`src/rtl/seven_sd_pattern_setter.sv`:
```
// Three-button hex pattern editor for a four-digit seven-segment display.
// Buttons are synchronized and debounced; the selected digit blinks its dp.
module seven_sd_pattern_setter #(
  parameter int DEBOUNCE_CYCLES = 1000000,
  parameter int BLINK_CYCLES    = 25000000
) (
  input  logic        clk,
  input  logic        rst,
  input  logic        btn_next,
  input  logic        btn_inc,
  input  logic        btn_dec,
  output logic [31:0] signals,
  output logic [1:0]  sel_digit
);

  localparam int DW = (DEBOUNCE_CYCLES > 1) ? $clog2(DEBOUNCE_CYCLES) : 1;
  localparam int BW = (BLINK_CYCLES > 1) ? $clog2(BLINK_CYCLES) : 1;
  localparam logic [DW-1:0] DB_LAST = DW'(DEBOUNCE_CYCLES - 1);
  localparam logic [BW-1:0] BL_LAST = BW'(BLINK_CYCLES - 1);

  logic [2:0]    btn;
  logic [2:0]    s1_q, s2_q;
  logic [2:0]    db_q, db_d, dbp_q;
  logic [2:0]    pulse;
  logic [DW-1:0] cnt_q [3];
  logic [DW-1:0] cnt_d [3];
  logic [3:0]    dig_q [4];
  logic [3:0]    dig_d [4];
  logic [1:0]    sel_q, sel_d;
  logic [BW-1:0] bcnt_q, bcnt_d;
  logic          phase_q, phase_d;
  logic [31:0]   sig_q, sig_d;
  logic [7:0]    seg;

  assign btn       = {btn_dec, btn_inc, btn_next};
  assign pulse     = db_q & ~dbp_q;
  assign signals   = sig_q;
  assign sel_digit = sel_q;

  function automatic logic [7:0] font(input logic [3:0] v);
    logic [7:0] f;
    case (v)
      4'h0: f = 8'hC0;
      4'h1: f = 8'hF9;
      4'h2: f = 8'hA4;
      4'h3: f = 8'hB0;
      4'h4: f = 8'h99;
      4'h5: f = 8'h92;
      4'h6: f = 8'h82;
      4'h7: f = 8'hF8;
      4'h8: f = 8'h80;
      4'h9: f = 8'h90;
      4'hA: f = 8'h88;
      4'hB: f = 8'h83;
      4'hC: f = 8'hC6;
      4'hD: f = 8'hA1;
      4'hE: f = 8'h86;
      default: f = 8'h8E;
    endcase
    return f;
  endfunction

  always_comb begin
    db_d = db_q;
    for (int i = 0; i < 3; i++) begin
      cnt_d[i] = '0;
      if (s2_q[i] != db_q[i]) begin
        if (cnt_q[i] == DB_LAST) db_d[i] = s2_q[i];
        else cnt_d[i] = cnt_q[i] + DW'(1);
      end
    end

    // Edit lands on the pre-advance digit; selection moves in the same cycle
    for (int i = 0; i < 4; i++) dig_d[i] = dig_q[i];
    if (pulse[1] && !pulse[2]) dig_d[sel_q] = dig_q[sel_q] + 4'd1;
    else if (pulse[2] && !pulse[1]) dig_d[sel_q] = dig_q[sel_q] - 4'd1;
    sel_d = sel_q + {1'b0, pulse[0]};

    bcnt_d  = bcnt_q + BW'(1);
    phase_d = phase_q;
    if (|pulse) begin
      bcnt_d  = '0;
      phase_d = 1'b1;
    end else if (bcnt_q == BL_LAST) begin
      bcnt_d  = '0;
      phase_d = ~phase_q;
    end

    sig_d = '0;
    seg   = '0;
    for (int i = 0; i < 4; i++) begin
      seg = font(dig_d[i]);
      if (phase_d && sel_d == 2'(i)) seg[7] = 1'b0;
      sig_d[8*i +: 8] = seg;
    end
  end

  always_ff @(posedge clk or posedge rst) begin
    if (rst) begin
      s1_q    <= '0;
      s2_q    <= '0;
      db_q    <= '0;
      dbp_q   <= '0;
      for (int i = 0; i < 3; i++) cnt_q[i] <= '0;
      for (int i = 0; i < 4; i++) dig_q[i] <= '0;
      sel_q   <= '0;
      bcnt_q  <= '0;
      phase_q <= 1'b0;
      sig_q   <= 32'hC0C0C0C0;
    end else begin
      s1_q    <= btn;
      s2_q    <= s1_q;
      db_q    <= db_d;
      dbp_q   <= db_q;
      for (int i = 0; i < 3; i++) cnt_q[i] <= cnt_d[i];
      for (int i = 0; i < 4; i++) dig_q[i] <= dig_d[i];
      sel_q   <= sel_d;
      bcnt_q  <= bcnt_d;
      phase_q <= phase_d;
      sig_q   <= sig_d;
    end
  end

endmodule

```
`config.mk`:
```
export PLATFORM = sky130hd
export DESIGN_NAME = seven_sd_pattern_setter
export DESIGN_NICKNAME = d
export VERILOG_FILES = /design/src/rtl/seven_sd_pattern_setter.sv
export SDC_FILE = /design/constraint.sdc
export NUM_CORES = 1
export LEC_CHECK = 0
export CORE_AREA = 2 2 119 121
export CTS_BUF_LIST = sky130_fd_sc_hd__clkbuf_8
export DETAILED_ROUTE_END_ITERATION = 16
export DIE_AREA = 0 0 121 123
export GPL_ROUTABILITY_DRIVEN = 1
export PLACE_DENSITY = 0.77
export SYNTH_ARGS = -nofsm -noshare
export SYNTH_HDL_FRONTEND = slang
export SYNTH_SLANG_ARGS = --single-unit
```
`constraint.sdc`:
```
create_clock -name clk -period 4.7 [get_ports clk]
set_input_delay 0.94 -clock clk [delete_from_list [all_inputs] [get_ports clk]]
set_output_delay 0.94 -clock clk [all_outputs]
set_load 0.02 [all_outputs]
```
==> metrics.yaml <==
number_of_global_route_vias_before_repair: 5342
power_mw: 2.355
timing.final.ws_setup_ns: 0.8201
syn_inst: 721
required_worst_endpoint_ns: 5.03
total_wirelength_um: 14000
post-route-drc-count: 0
worstPathCellList: "mux4_2 > inv_1 > ha_1 > o21ai_0 > a21oi_1 > a211oi_1 > inv_1 > ha_1 > and3_1 > or4_4"
worst_slew_margin_rel_pct: 37.31
initial_antenna_violation_count: 0
final_core_util_pct: 61.94
setup_violations: 0
clk_pin_slew_ns: 0.08
globalRoute.totalOverflow: 0
netSwitchingFraction_pct: 21.28
timing.critical_path.slowest_cell_delay_ns: 0.71
largest_net_degree_at_the_start_of_global_routing: 149
maxClockFrequency_mhz: 257.7
period_needed_ns: 3.880
pwr-share-clk_pct: 43.1
cts_hold_buffers: 0
drt_first_iter_violations: 281
synthesis.area_mm2: 0.007470
numCtsBuffers: 17
cts_tree: "yes"
area_growth_syn_to_layout_pct: 12.88
rsz0062_at_grt: "false"
crit_start: "sel_digit[0]"
instances_no_fill: 952
power_report.internal_total_mw: 1.854
critical_path.reg2reg.endpoint: "signals[24]"
core.rowCount: 43
grt_pass1_wl_um: 24560
hold_violations: 0
ys_seq_area_share_pct: 49.72
most-common-layout-cells: "dfrtp_1 (140), nor2_1 (100), xor2_1 (57), nand3_1 (52), nand2_1 (44)"
post_cts_buffers: 0
drt_pass1_iterations: 5
layout.nets: 799
setup-tns-final_ns: 0
timing_worst_slew_pin_value_ns: 0.9385
fp.dieArea_mm2: 0.01488
core_mm2: 0.01361
clkLatencyLatePin_ns: 0.46
post_drt_wl_per_cell_um: 14.71
synth.yosys.warnings: 0
layout.cells.most_common: "dfrtp_1"
synth-async-reset-ratio_pct: 100.0
numPlacedInstances: 920
antenna_left: 0
hold_path.class: "reg2reg"
cts-root-buf: "clkbuf_8"
power_per_cell_area_mw_per_mm2: 279.3
comb_power_share_pct: 2.1
grt_usage_pct: 20.62
htreeDepth: 4
mean_area_per_synthesized_cell_um2: 10.36
hold-path-endpoint: "s2_q[1]"
setup.worst_path.class: "reg2reg"
max-clock-path-buffers: 2
routabilityCongestion: 0.9146
reg2reg_slack_ns: 0.82
final.hold.worst_slack_ns: 0.3545
chipHeight_um: 123
clock_skew_ns: 0.01512
cts_num_sinks: 148
r2r_cells: 10
avgViaCountPerCell: 5.544
synth_edf_count: 0
top_level_port_count: 39
cellLeakagePower_nw: 3.860
worstHoldPathCells: 0
chipWidth_um: 121
origin_of_the_critical_flop_to_flop_path: "sel_digit[0]"
antenna-diode-count: 0
ys.flop_type: "dfrtp_1"
critPathSlowestCell: "dfrtp_1"
critical_path.max_fanout: 15
route.vias.total: 5278
max_cap_violations: 0
synth_nets: 761
min_period_over_period_pct: 82.55
cts_resized: 0
placedInstanceArea_mm2: 0.008019
layout-drive-gt1-share_pct: 8.549
seq_power_share_pct: 54.8
p_sw_uw: 501.1
initial_utilization_pct: 54.88
status: "finished clean"
dp_hpwl_um: 9707
hold_path.startpoint: "s1_q[1]"
synth-seq-cells: 148
worst_setup_path_start_kind: "register"
nature_of_the_critical_path_endpoint: "register"
slew_viol_final: 0
preCtsSetupSlack_ns: 0.8491
worst_ep_arrival_time_ns: 4.21
irDropWorstVdd_mv: 0.3035
stdcell_area_mm2: 0.008432
netlist-cell-type-count: 56
io_buffer_count: 38
-- power by group through the flow --
stage | Combinational (mW) | Sequential, mW | Clock (mW)
2_1_floorplan | 0.0371 | 1.31 | 0
3_3_place_gp | 0.0505 | 1.31 | 0
3_5_place_dp | 0.0525 | 1.31 | 0
4_1_cts | 0.0524 | 1.29 | 1.05
5_1_grt | 0.0589 | 1.29 | 1.11
6_report | 0.0498 | 1.29 | 1.02
-- critical path, delay by kind of cell, from the launching register on --
kind	cells	cell delay [ns]
AOI/OAI and AO/OA	3	0.92
DFF	1	0.71
and+or+nand+nor	2	0.68
muxes	1	0.62
adders and majority gates	2	0.53
buffers and inverters	2	0.29
-- per-layer routing --
metal | track usage, % | wire length [um] | up-vias
li1 | - | - | 2549
met2 | 34.02 | 6773 | 142
met3 | 5.074 | 587 | 28
met1 | 26.16 | 6338 | 2559
met4 | 8.503 | 301 | 0
met5 | 0 | 0 | -
-- how the worst max path moves through the flow --
stage / to / depth (start not counted)
detailed placement: signals[24] / 10
global route: signals[24] / 10
global placement: signals[24] / 10
finish: signals[24] / 10
CTS: signals[24] / 10
floorplan: signals[24] / 10
-- cells in the mapped netlist (10+ instances only) --
cell type / count / share of area, %
dfrtp_1: 140 / 47
nor2_1: 100 / 5.0
xor2_1: 57 / 6.7
nand3_1: 52 / 3.5
nand2_1: 44 / 2.2
ha_1: 35 / 5.9
xnor2_1: 33 / 3.9
inv_1: 24 / 1.2
and3_1: 21 / 1.8
mux2i_1: 21 / 2.8
clkbuf_1: 16 / 0.80
nand4_1: 15 / 1.3
nor3_1: 13 / 0.87
o21ai_0: 12 / 0.80
and4_1: 10 / 1.2
nor4_1: 10 / 0.84
-- kinds of logic after synthesis --
family / count (synthesis) / synth area share (%)
buffers and inverters: 53 / 2.915
flip-flops: 148 / 49.72
AND/OR/NAND/NOR: 306 / 20.60
XOR/XNOR: 90 / 10.55
adder cells (fa/ha/maj): 35 / 5.863
multiplexers: 31 / 4.824
AO/OA/AOI/OAI: 58 / 5.528
-- registers in the layout, summed over array words and instances (netlist names) --
name	cells
bcnt_q	25
cnt_q	60
db_q	3
dbp_q	3
dig_q	16
phase_q	1
s1_q	3
s2_q	3
sel_digit	2
signals	32
-- area by class of cell --
type                       instances  area [um2]
clock inverter                    12       137.6
clock buffer                      20       275.3
sequential                       148        3714
inverter                          31       120.1
tap                              180       225.2
fill                            1100        5180
multi-input combinational        520        3545
timing repair buffer              41       415.4
Power figures use the tool's default switching activity.
